### src/rtl/score_disp_mux.sv
// Four-digit multiplexed 7-segment driver for two 2-digit BCD scores.
// It shows a per-frame snapshot and supports leading-zero blanking, win flash and a dash for invalid digits.
module score_disp_mux #(
    parameter int unsigned REFRESH_DIV  = 50000,
    parameter int unsigned FLASH_FRAMES = 64
) (
    input  logic       CLK,
    input  logic       CLRN,
    input  logic [7:0] SCORE_L,
    input  logic [7:0] SCORE_R,
    input  logic       BLANK_LZ,
    input  logic       FLASH,
    output logic [3:0] AN,
    output logic [6:0] SEG,
    output logic       DP
);

    localparam int unsigned PW = (REFRESH_DIV > 2) ? $clog2(REFRESH_DIV) : 1;
    localparam int unsigned FW = (FLASH_FRAMES > 1) ? $clog2(FLASH_FRAMES) : 1;
    localparam logic [PW-1:0] PRESC_MAX = PW'(REFRESH_DIV - 1);
    localparam logic [FW-1:0] FRAME_MAX = FW'(FLASH_FRAMES - 1);

    localparam logic [1:0] D0 = 2'd0;
    localparam logic [1:0] D1 = 2'd1;
    localparam logic [1:0] D2 = 2'd2;
    localparam logic [1:0] D3 = 2'd3;

    localparam logic [3:0] AN_OFF  = 4'hF;
    localparam logic [6:0] SEG_OFF = 7'h7F;

    logic [PW-1:0] presc;
    logic [1:0]    state;
    logic [1:0]    state_nx;
    logic [7:0]    snap_l;
    logic [7:0]    snap_r;
    logic [7:0]    snap_l_nx;
    logic [7:0]    snap_r_nx;
    logic [FW-1:0] frame_cnt;
    logic [FW-1:0] frame_nx;
    logic          phase_on;
    logic          phase_nx;
    logic [3:0]    an_nx;
    logic [6:0]    seg_nx;
    logic          dp_nx;
    logic          tick_c;
    logic [3:0]    nib;
    logic          upper;
    logic          blank;

    // Active-low segment pattern; nibbles A-F show a dash.
    function automatic logic [6:0] seg_decode(input logic [3:0] d);
        logic [6:0] s;
        case (d)
            4'd0:    s = 7'h40;
            4'd1:    s = 7'h79;
            4'd2:    s = 7'h24;
            4'd3:    s = 7'h30;
            4'd4:    s = 7'h19;
            4'd5:    s = 7'h12;
            4'd6:    s = 7'h02;
            4'd7:    s = 7'h78;
            4'd8:    s = 7'h00;
            4'd9:    s = 7'h10;
            default: s = 7'h3F;
        endcase
        return s;
    endfunction

    assign tick_c = (presc == PRESC_MAX);

    // State, snapshot, flash and output registers.
    always_ff @(posedge CLK or negedge CLRN) begin
        if (!CLRN) begin
            presc     <= '0;
            state     <= D3;
            snap_l    <= 8'h00;
            snap_r    <= 8'h00;
            frame_cnt <= '0;
            phase_on  <= 1'b1;
            AN        <= AN_OFF;
            SEG       <= SEG_OFF;
            DP        <= 1'b1;
        end else begin
            presc     <= tick_c ? '0 : presc + PW'(1);
            state     <= state_nx;
            snap_l    <= snap_l_nx;
            snap_r    <= snap_r_nx;
            frame_cnt <= frame_nx;
            phase_on  <= phase_nx;
            AN        <= an_nx;
            SEG       <= seg_nx;
            DP        <= dp_nx;
        end
    end

    // Next-state, snapshot capture, flash phase and digit output decode.
    always_comb begin
        state_nx  = state;
        snap_l_nx = snap_l;
        snap_r_nx = snap_r;
        frame_nx  = frame_cnt;
        phase_nx  = phase_on;
        an_nx     = AN;
        seg_nx    = SEG;
        dp_nx     = DP;
        nib       = 4'h0;
        upper     = 1'b0;
        blank     = 1'b0;

        if (tick_c) begin
            case (state)
                D0:      state_nx = D1;
                D1:      state_nx = D2;
                D2:      state_nx = D3;
                default: state_nx = D0;
            endcase
            if (state == D3) begin
                snap_l_nx = SCORE_L;
                snap_r_nx = SCORE_R;
                if (frame_cnt == FRAME_MAX) begin
                    frame_nx = '0;
                    phase_nx = ~phase_on;
                end else begin
                    frame_nx = frame_cnt + FW'(1);
                end
            end
        end

        // With flash off the phase restarts lit, so a new flash begins with a full ON half-period.
        if (!FLASH) begin
            frame_nx = '0;
            phase_nx = 1'b1;
        end

        if (tick_c) begin
            case (state_nx)
                D0: begin
                    nib   = snap_r_nx[3:0];
                    an_nx = 4'b1110;
                end
                D1: begin
                    nib   = snap_r_nx[7:4];
                    upper = 1'b1;
                    an_nx = 4'b1101;
                end
                D2: begin
                    nib   = snap_l_nx[3:0];
                    an_nx = 4'b1011;
                end
                default: begin
                    nib   = snap_l_nx[7:4];
                    upper = 1'b1;
                    an_nx = 4'b0111;
                end
            endcase
            blank  = (BLANK_LZ && upper && (nib == 4'h0)) || (FLASH && !phase_nx);
            seg_nx = seg_decode(nib);
            dp_nx  = (state_nx != D2);
            if (blank) begin
                an_nx  = AN_OFF;
                seg_nx = SEG_OFF;
                dp_nx  = 1'b1;
            end
        end
    end

endmodule

### config.mk
export PLATFORM = sky130hd
export DESIGN_NAME = score_disp_mux
export DESIGN_NICKNAME = d
export VERILOG_FILES = /design/src/rtl/score_disp_mux.sv
export SDC_FILE = /design/constraint.sdc
export NUM_CORES = 1
export LEC_CHECK = 0
export CAP_MARGIN = 20
export CORE_ASPECT_RATIO = 1.2
export CORE_MARGIN = 2
export CORE_UTILIZATION = 30
export CTS_BUF_LIST = sky130_fd_sc_hd__clkbuf_16
export CTS_CLUSTER_SIZE = 8
export DETAILED_ROUTE_END_ITERATION = 8
export GPL_ROUTABILITY_DRIVEN = 0
export GPL_TIMING_DRIVEN = 0
export SLEW_MARGIN = 20
export SYNTH_ARGS = -nofsm -noshare
export SYNTH_HDL_FRONTEND = slang
export SYNTH_SLANG_ARGS = --single-unit
### constraint.sdc
create_clock -name CLK -period 3.4 [get_ports CLK]
set_input_delay 0.34 -clock CLK [delete_from_list [all_inputs] [get_ports CLK]]
set_output_delay 0.34 -clock CLK [all_outputs]
set_load 0.01 [all_outputs]
==> reports/metrics.yaml, run 1 <==
sta:
  finalSetupViolCount: 0
  maxSlewHeadroom: 0.558
  worstMarginPinSlew_ns: 0.663
  fin_ws_ns: 0.155
  clock.fmax_mhz: 308
  finClkSkew_ns: 0.00787
  fin_crit_ns: 3.24
  post-route-period-util: 0.954
  maxSlewViolCount: 0
  hold_viol: 0
synthesis:
  yosysSeqAreaShare: 0.499
  synth_seq_cells: 52
  synth_ff_type: "dfrtp_1"
  syn-cell-area_mm2: 0.00265
  ys_types: 50
  avgSynthCellArea_um2: 10.8
  ys_async_sr_fraction: 1.00
  syn_nets: 276
  syn-instance-count: 245
  yosys_warnings: 0
  synth_edf_count: 0
detailed_routing:
  dr.first_iter.drc_count: 96
  drc: 0
  drtAntennaViolNets: 0
  firstDrtPassIters: 4
  routed_via_density: 4.62
  vias: 1959
  wl_per_cell_um: 13.7
  drt_wl_total_mm: 5.79
die:
  die_area_mm2: 0.00959
  core_mm2: 0.00856
  die_w_um: 89.7
  ioPinCount: 32
  die_y_um: 107
  start_util: 0.309
  fp-row-count: 37
global_routing:
  grt_pass1_wl_mm: 9.81
  overflow: 0
  grt_max_degree: 53
  grt_pass1_vias: 1990
  antenna_found_initial: 0
  gr-usage-all-layers: 0.126
placement:
  port_buffers: 31
  pre_cts_slack_ns: -0.510
  placedCellCount: 393
  hpwlAfterDp_mm: 3.87
layout:
  fin_cells: 424
  area_growth_syn_to_layout_pct: 31.6
  fin_nets: 337
  layout_common_cells: "36 x dfrtp_1, 30 x clkdlybuf4s50_1, 25 x buf_4"
  drive_gt1_frac: 0.248
  antennaDiodeCount: 0
  layout_commonest_cell: "dfrtp_1"
hold_path:
  hp-class: "input port to asynchronous set/reset pin"
setup_path:
  crit_type: "flip-flop to flip-flop"
  worstSetupStartpointType: "flip-flop"
  cp_data_required_time_ns: 3.62
  rrSetupSlack_ns: 0.16
  cp_max_fo: 4
  worstPathArrival_ns: 3.47
  crit_path_end_kind: "flip-flop"
clocking:
  clk_latency_ns: 0.29
  root_buffer: "clkbuf_16"
  clockBufferDepth: 2
  cts.sinks: 52
  holdBufCountCts: 0
  ctsHtreeMaxLevel: 2
  cts_tree: "yes"
  cts-buffers-inserted: 5
  path_clk_slew_ns: 0.07
power_and_ir_drop:
  p_int_w: 0.000904
  p_seq_frac: 0.545
  p_comb_frac: 0.030
  clkPwrFrac: 0.425
  p_sw_frac: 0.205
  p_per_area_mw_per_mm2: 326
  p_leak_nw: 1.61
  total_power_w: 0.00114
  p_switching_w: 0.000233
  ir_drop_mv: 0.225
run_status:
  outcome: "finished, final reports clean"
flow_run:
  cap_violations: 0
cells in the mapped netlist (2+ instances only):
library cell / instances / area, µm²
dfrtp_1: 38 / 951
nor2_1: 23 / 86.3
nand2_1: 18 / 67.6
dfstp_2: 14 / 368
nand3_1: 14 / 70.1
inv_1: 13 / 48.8
ha_1: 11 / 138
mux2_2: 11 / 124
mux2i_1: 11 / 110
xor2_1: 10 / 87.6
a21oi_1: 9 / 45.0
o21ai_0: 7 / 35.0
xnor2_1: 7 / 61.3
and3_1: 5 / 31.3
and2_1: 4 / 25.0
nor2b_1: 4 / 25.0
buf_2: 3 / 15.0
clkbuf_1: 3 / 11.3
nor3_1: 3 / 15.0
nand4_1: 2 / 12.5
nand4b_1: 2 / 17.5
o21a_1: 2 / 15.0
o22a_1: 2 / 17.5
or2_2: 2 / 12.5
or3_1: 2 / 12.5
critical path, cell delays in order (launching register included):
cell      delay [ns]
dfrtp_1         0.41
or4bb_4         0.59
nor4_4          0.28
buf_6           0.17
mux2i_4         0.27
clkinv_2        0.10
mux4_2          0.48
ha_4            0.19
nand4b_1        0.10
nor3b_4         0.24
buf_4           0.15
nor2_1          0.04
a21o_1          0.15
registers in the layout (all words and copies together) (netlist names):
| signal | flops |
|---|---|
| state | 2 |
| snap_l | 8 |
| SEG | 7 |
| presc | 16 |
| phase_on | 1 |
| snap_r | 8 |
| AN | 4 |
| frame_cnt | 6 |
worst paths after layout:
kind	startpoint	end	cells past startpoint
min in group CLK	snap_r[1]	snap_r[1]	2
min reg2reg	snap_r[1]	snap_r[1]	2
max reg2reg	presc[13]	SEG[1]	12
min	CLRN	presc[8]	1
max in group asynchronous	CLRN	presc[4]	1
max	presc[13]	SEG[1]	12
metrics by stage:
stage	setup TNS, ns	utilization	area, µm²	hold WS (ns)
2_1_floorplan	0	-	2660	0.0444
4_1_cts	0	0.389	3330	0.109
5_1_grt	-0.0427	0.407	3480	0.132
6_report	0	0.407	3480	0.0747
3_5_place_dp	-3.89	0.364	3110	0.421
3_3_place_gp	-3.81	0.364	3120	0.463
power by group through the flow:
stage | combinational [W] | sequential, W | clock, W
finish | 0.0000346 | 0.000619 | 0.000483
global route | 0.0000388 | 0.000619 | 0.000532
CTS | 0.0000362 | 0.000619 | 0.000497
detailed placement | 0.0000361 | 0.000630 | 0
global placement | 0.0000364 | 0.000630 | 0
floorplan | 0.000000508 | 0.000631 | 0
layer usage:
metal  up-vias  global-route usage  share of wire
li1        958                   -              -
met1       968               0.166           0.45
met2        26               0.213           0.51
met3         7              0.0239          0.027
met4         0              0.0396          0.011
met5         -                   0              0
cell families (layout without fill, tap and decap cells):
| family | after synthesis | after routing | synth area share |
|---|---|---|---|
| AND/OR/NAND/NOR | 89 | 89 | 0.182 |
| multiplexers | 23 | 23 | 0.0970 |
| adder cells (fa/ha/maj) | 11 | 11 | 0.0520 |
| flip-flops | 52 | 52 | 0.499 |
| AO/OA/AOI/OAI | 31 | 31 | 0.0804 |
| buffers and inverters | 22 | 84 | 0.0341 |
| XOR/XNOR | 17 | 17 | 0.0563 |
final cells by class:
type	count	area (µm²)
inverter	15	57.6
tap	117	146
sequential	52	1320
timing repair buffer	54	484
clock buffer	5	125
buffer	7	42.5
multi-input combinational	171	1290
fill	835	5080
clock inverter	3	11.3
what timing repair did:
action / CTS / global route
gates resized for setup: 6 / 7
pin swaps: 1 / 5
setup buffers: 7 / 16
hold endpoints to repair: 0 / 0
endpoints found under the setup margin: 10 / 10
No activity file was read; power rests on OpenSTA's default activity.
==> inputs of run 2 (changes only) <==
SETUP_SLACK_MARGIN = 0.2   (was default)
==> run 2 against run 1 <==
Net effect:
- cell count shrank 0.47%
- clock power grew 2%
- combinational power is essentially flat
- first-iteration DRC count grew 5.2%
- worst hold slack gained 0.0091 ns
- core utilization grew 0.10 points
- non-clock buffer count shrank 2
- critical path type unchanged
==> reports/metrics.yaml, run 2 (synthesized netlist as in run 1, its figures left out) <==
clocking:
  path_clk_slew_ns: 0.06  # about the same
  cts.sinks: 52  # unchanged
  cts_tree: "yes"
  cts-buffers-inserted: 5  # unchanged
  root_buffer: "clkbuf_16"
  clockBufferDepth: 2  # unchanged
  ctsHtreeMaxLevel: 2  # unchanged
  clk_latency_ns: 0.29  # about the same
sta:
  worstMarginPinSlew_ns: 0.650  # -0.0124 ns
  hold_ws_ns: 0.0838  # +0.00911 ns
  post-route-period-util: 0.947  # -0.00782
  maxSlewHeadroom: 0.567  # +0.00830
  finClkSkew_ns: 0.00578  # -0.00209 ns
  rsz0062_at_grt: "yes"
  finalSetupViolCount: 0  # unchanged
  clock.fmax_mhz: 311  # +0.83%
  hold_viol: 0  # unchanged
  fin_crit_ns: 3.22  # -0.0266 ns
  setup_tns_ns: 0  # unchanged
  maxSlewViolCount: 0  # unchanged
detailed_routing:
  vias: 1968  # +0.46%
  dr.first_iter.drc_count: 101  # +5.2%
  routed_via_density: 4.66  # +0.94%
  drc: 0  # unchanged
  drt_wl_total_mm: 5.71  # -1.4%
  firstDrtPassIters: 4  # unchanged
  wl_per_cell_um: 13.5  # -0.97%
  drtAntennaViolNets: 0  # unchanged
global_routing:
  overflow: 0  # unchanged
  gr-usage-all-layers: 0.123  # -0.00328
  grt_max_degree: 53  # unchanged
  grt_pass1_vias: 1972  # -0.90%
  grt_pass1_wl_mm: 9.40  # -4.2%
  antenna_found_initial: 0  # unchanged
die:
  fp-row-count: 37  # unchanged
  start_util: 0.309  # unchanged
  die_w_um: 89.7  # unchanged
  ioPinCount: 32  # unchanged
  core_mm2: 0.00856  # unchanged
  die_y_um: 107  # unchanged
  die_area_mm2: 0.00959  # unchanged
power_and_ir_drop:
  p_leak_nw: 1.60  # -0.66%
  p_per_area_mw_per_mm2: 329  # +0.76%
  ir_drop_mv: 0.313  # +39%
layout:
  layout_commonest_cell: "dfrtp_1"
  multi_input_area_mm2: 0.00131  # +1.3%
  area_growth_syn_to_layout_pct: 32.0
  regArea_mm2: 0.00132  # about the same
  largest_reg_flops: 16  # unchanged
  fin_cells: 422  # -0.47%
  drive_gt1_frac: 0.252  # +0.00490
  n_fill_cell: 831  # -0.48%
  layout_common_cells: "37 x dfrtp_1, 30 x clkdlybuf4s50_1, 23 x nor2_1"
  final_core_utilization: 0.408  # +0.00102
  reg_top3: "presc (16), snap_l (8), snap_r (8)"
  antennaDiodeCount: 0  # unchanged
  top_register: "presc"
  fin_nets: 335  # -0.59%
setup_path:
  crit_path_end_kind: "flip-flop"
  cp_max_fo: 4  # unchanged
  worstPathArrival_ns: 3.44  # -0.03 ns
  worstSetupStartpointType: "flip-flop"
  crit_type: "flip-flop to flip-flop"
  cp_data_required_time_ns: 3.62  # about the same
run_status:
  outcome: "finished, final reports clean"
placement:
  hpwlAfterDp_mm: 3.81  # -1.6%
  port_buffers: 31  # unchanged
  placedCellCount: 393  # unchanged
hold_path:
  hp-class: "input port to asynchronous set/reset pin"
flow_run:
  cap_violations: 0  # unchanged
[run 2: cell count changes in the layout (fill, tap and decap cells not counted), sizes merged]
cell and change:
buf -2, clkinv -1, clkinvlp +1
[run 2: area by class of cell]
cell class / instances / area share
clock inverter: 3 / 0.00430
clock buffer: 5 / 0.0358
multi-input combinational: 171 / 0.375
timing repair buffer: 52 / 0.135
tap: 117 / 0.0419
buffer: 7 / 0.0122
sequential: 52 / 0.378
inverter: 15 / 0.0168
[run 2: final timing paths]
kind | start | end | slack [ns] | depth (start not counted)
min in group CLK | snap_r[1] | snap_r[1] | 0.48 | 2
min | CLRN | presc[14] | 0.08 | 1
max | presc[4] | SEG[0] | 0.18 | 11
min reg2reg | snap_r[1] | snap_r[1] | 0.48 | 2
max in group asynchronous | CLRN | presc[4] | 2.86 | 1
max reg2reg | presc[4] | SEG[0] | 0.18 | 11
[run 2: routing by layer]
layer  GRT usage  wire, µm  vias up
li1            -         -      958
met1       0.152      2580      961
met2       0.210      2820       38
met3      0.0218       176       11
met4      0.0582       128        0
met5           0         0        -
[run 2: what timing repair did]
action | in CTS | in global routing
hold buffers | 0 | 0
gates resized for setup | 9 | 7
setup endpoints to repair | 10 | 10
endpoints found under the hold margin | 0 | 0
setup buffers | 10 | 11
pin swaps | 3 | 4
[run 2: stage by stage]
step                      setup WS (ns)  cell area [µm²]  total power (W)
after CTS                         0.160             3390          0.00117
final                             0.182             3490          0.00115
after floorplan                  0.0691             2680         0.000631
after global placement           -0.495             3130         0.000667
after global routing             0.0576             3490          0.00119
after detailed placement         -0.506             3130         0.000666
[run 2: where the power goes]
part,leakage [nW],switching [W],internal [W],total [W]
sequential,0.662,0.0000000000000000000196,0.000619,0.000619
combinational,0.866,0.0000155,0.0000191,0.0000346
clock,0.0687,0.000226,0.000268,0.000494
total,1.60,0.000242,0.000906,0.00115
[run 2: critical path, cell delays in order, from the launching register on]
cell and delay (ns):
dfrtp_2 0.43, or4bb_4 0.55, nor4_4 0.29, buf_6 0.17
mux2i_4 0.28, inv_4 0.07, mux4_2 0.48, ha_4 0.19
nand4b_1 0.10, nor3b_4 0.29, a21boi_2 0.22, a21oi_1 0.08
==> inputs of run 3 (changes only) <==
CTS_CLUSTER_SIZE = 25   (was 8)
GPL_TIMING_DRIVEN = 1   (was 0)
==> run 3 against run 2 <==
Net effect:
- combinational power grew 1%
- critical path type unchanged
- largest power group unchanged
- global-route usage shrank 0.71 points
- die area is the same
- clock skew grew 0.0023 ns
- clock-buffer cell count is the same
- highest routed layer unchanged
- cell count shrank 0.95%
- critical endpoint unchanged
- worst hold slack lost 0.034 ns
- maximum frequency is essentially flat
==> reports/metrics.yaml, run 3 (synthesized netlist as in run 1, its figures left out) <==
clocking:
  ctsHtreeMaxLevel: 2  # unchanged
  cts.sinks: 52  # unchanged
  cts_tree: "yes"
  cts-buffers-inserted: 5  # unchanged
  holdBufCountCts: 0  # unchanged
  path_clk_slew_ns: 0.06  # about the same
  root_buffer: "clkbuf_16"
  clockBufferDepth: 2  # unchanged
  clk_latency_ns: 0.29  # about the same
layout:
  layout_common_cells: "38 x dfrtp_1, 30 x clkdlybuf4s50_1, 24 x buf_4"
  reg_top3: "presc (16), snap_l (8), snap_r (8)"
  largest_reg_flops: 16  # unchanged
  layout_commonest_cell: "dfrtp_1"
  final_cell_area_mm2: 0.00348  # -0.22%
  drive_gt1_frac: 0.259  # +0.00668
  top_register: "presc"
  final_core_utilization: 0.407  # -0.000877
  area_growth_syn_to_layout_pct: 31.7
  n_fill_cell: 820  # -1.3%
  antennaDiodeCount: 0  # unchanged
  fin_nets: 331  # -1.2%
die:
  ioPinCount: 32  # unchanged
  die_area_mm2: 0.00959  # unchanged
  start_util: 0.309  # unchanged
  fp-row-count: 37  # unchanged
  die_w_um: 89.7  # unchanged
  die_y_um: 107  # unchanged
  core_mm2: 0.00856  # unchanged
setup_path:
  crit_family: "simple AND/OR/NAND/NOR gates"
  cp_num_buf_inv: 1  # -1
  crit_type: "flip-flop to flip-flop"
  cp_max_fo: 5  # +1
  crit_path_top_delay_cell: "or4bb_4"
  startpoint: "presc[9]"
  worstPathArrival_ns: 3.43  # about the same
  cp_cell_sequence: "or4bb_4 -> nor4_4 -> mux2i_2 -> clkinv_2 -> mux4_2 -> ha_4 -> nand4b_1 -> nor3b_4 -> a21boi_2 -> a21oi_1"
  worstSetupStartpointType: "flip-flop"
  slowest_delay_ns: 0.58  # +0.03 ns
  r2r-start: "presc[9]"
  crit_path_end_kind: "flip-flop"
  cp_data_required_time_ns: 3.61  # about the same
global_routing:
  overflow: 0  # unchanged
  grt_max_degree: 48  # -9.4%
  antenna_found_initial: 0  # unchanged
  grt_pass1_vias: 1907  # -3.3%
  grt_pass1_wl_mm: 9.07  # -3.5%
  gr-usage-all-layers: 0.116  # -0.00712
sta:
  hold_ws_ns: 0.0501  # -0.0336 ns
  maxSlewViolCount: 0  # unchanged
  worstMarginPinSlew_ns: 0.585  # -0.0650 ns
  finClkSkew_ns: 0.00803  # +0.00225 ns
  fin_crit_ns: 3.22  # +0.00280 ns
  hold_viol: 0  # unchanged
  fin_ws_ns: 0.179  # -0.00281 ns
  maxSlewHeadroom: 0.610  # +0.0433
  clock.fmax_mhz: 310  # about the same
  rsz0062_at_grt: "yes"
  setup_tns_ns: 0  # unchanged
  post-route-period-util: 0.947  # about the same
  finalSetupViolCount: 0  # unchanged
power_and_ir_drop:
  p_leak_nw: 1.61  # +0.77%
  ir_drop_mv: 0.175  # -44%
  p_per_area_mw_per_mm2: 351  # +6.9%
placement:
  port_buffers: 31  # unchanged
  post_dp_cell_area_mm2: 0.00318  # +1.7%
  hpwlAfterDp_mm: 4.01  # +5.1%
  pre_cts_slack_ns: 0.0849  # +0.591 ns
detailed_routing:
  vias: 1911  # -2.9%
  routed_via_density: 4.57  # -2.0%
  wl_per_cell_um: 13.0  # -3.5%
  drt_wl_total_mm: 5.45  # -4.5%
  dr.first_iter.drc_count: 72  # -29%
  drc: 0  # unchanged
  firstDrtPassIters: 4  # unchanged
  drtAntennaViolNets: 0  # unchanged
hold_path:
  hp-class: "input port to asynchronous set/reset pin"
run_status:
  outcome: "finished, final reports clean"
flow_run:
  cap_violations: 0  # unchanged
==> run 3: metrics by stage <==
step	total power [W]	instances
final	0.00122	418
after global routing	0.00127	418
after CTS	0.00124	409
after detailed placement	0.000667	397
after global placement	0.000667	397
after floorplan	0.000631	245
==> run 3: path summary, 6_finish.rpt <==
kind | slack [ns] | cells after the start | end
max in group asynchronous | 2.82 | 2 | frame_cnt[0]
hold / removal | 0.05 | 1 | presc[9]
hold reg to reg | 0.48 | 2 | snap_r[5]
setup reg to reg | 0.18 | 10 | SEG[0]
setup / recovery | 0.18 | 10 | SEG[0]
min in group CLK | 0.48 | 2 | snap_r[5]
==> run 3: final cells by class <==
| cell class | instances | area, µm² | share of cell area |
|---|---|---|---|
| inverters | 15 | 57.6 | 0.0165 |
| clock buffers | 5 | 125 | 0.0359 |
| flip-flops and latches | 52 | 1320 | 0.379 |
| well taps | 117 | 146 | 0.0420 |
| clock inverters | 3 | 42.5 | 0.0122 |
| multi-input cells | 171 | 1300 | 0.374 |
| repair buffers | 55 | 492 | 0.141 |
==> run 3: metal layers <==
layer,vias to the layer above,global-route usage,part of all wire
met3,7,0.0176,0.031
met4,0,0.0297,0.011
met2,32,0.207,0.49
met1,919,0.148,0.46
li1,953,-,-
met5,-,0,0
==> run 3: repair_timing <==
item | in CTS | in global routing
resized for setup | 2 | 7
pin swaps | 3 | 8
endpoints found under the setup margin | 7 | 10
setup buffers | 4 | 9
endpoints found under the hold margin | 0 | 0
==> run 3: power by group <==
part | internal [W] | switching (W) | total [W]
logic | 0.0000198 | 0.0000153 | 0.0000351
registers | 0.000619 | 0.0000000000000000000197 | 0.000619
clock network | 0.000346 | 0.000224 | 0.000570
total | 0.000985 | 0.000239 | 0.00122
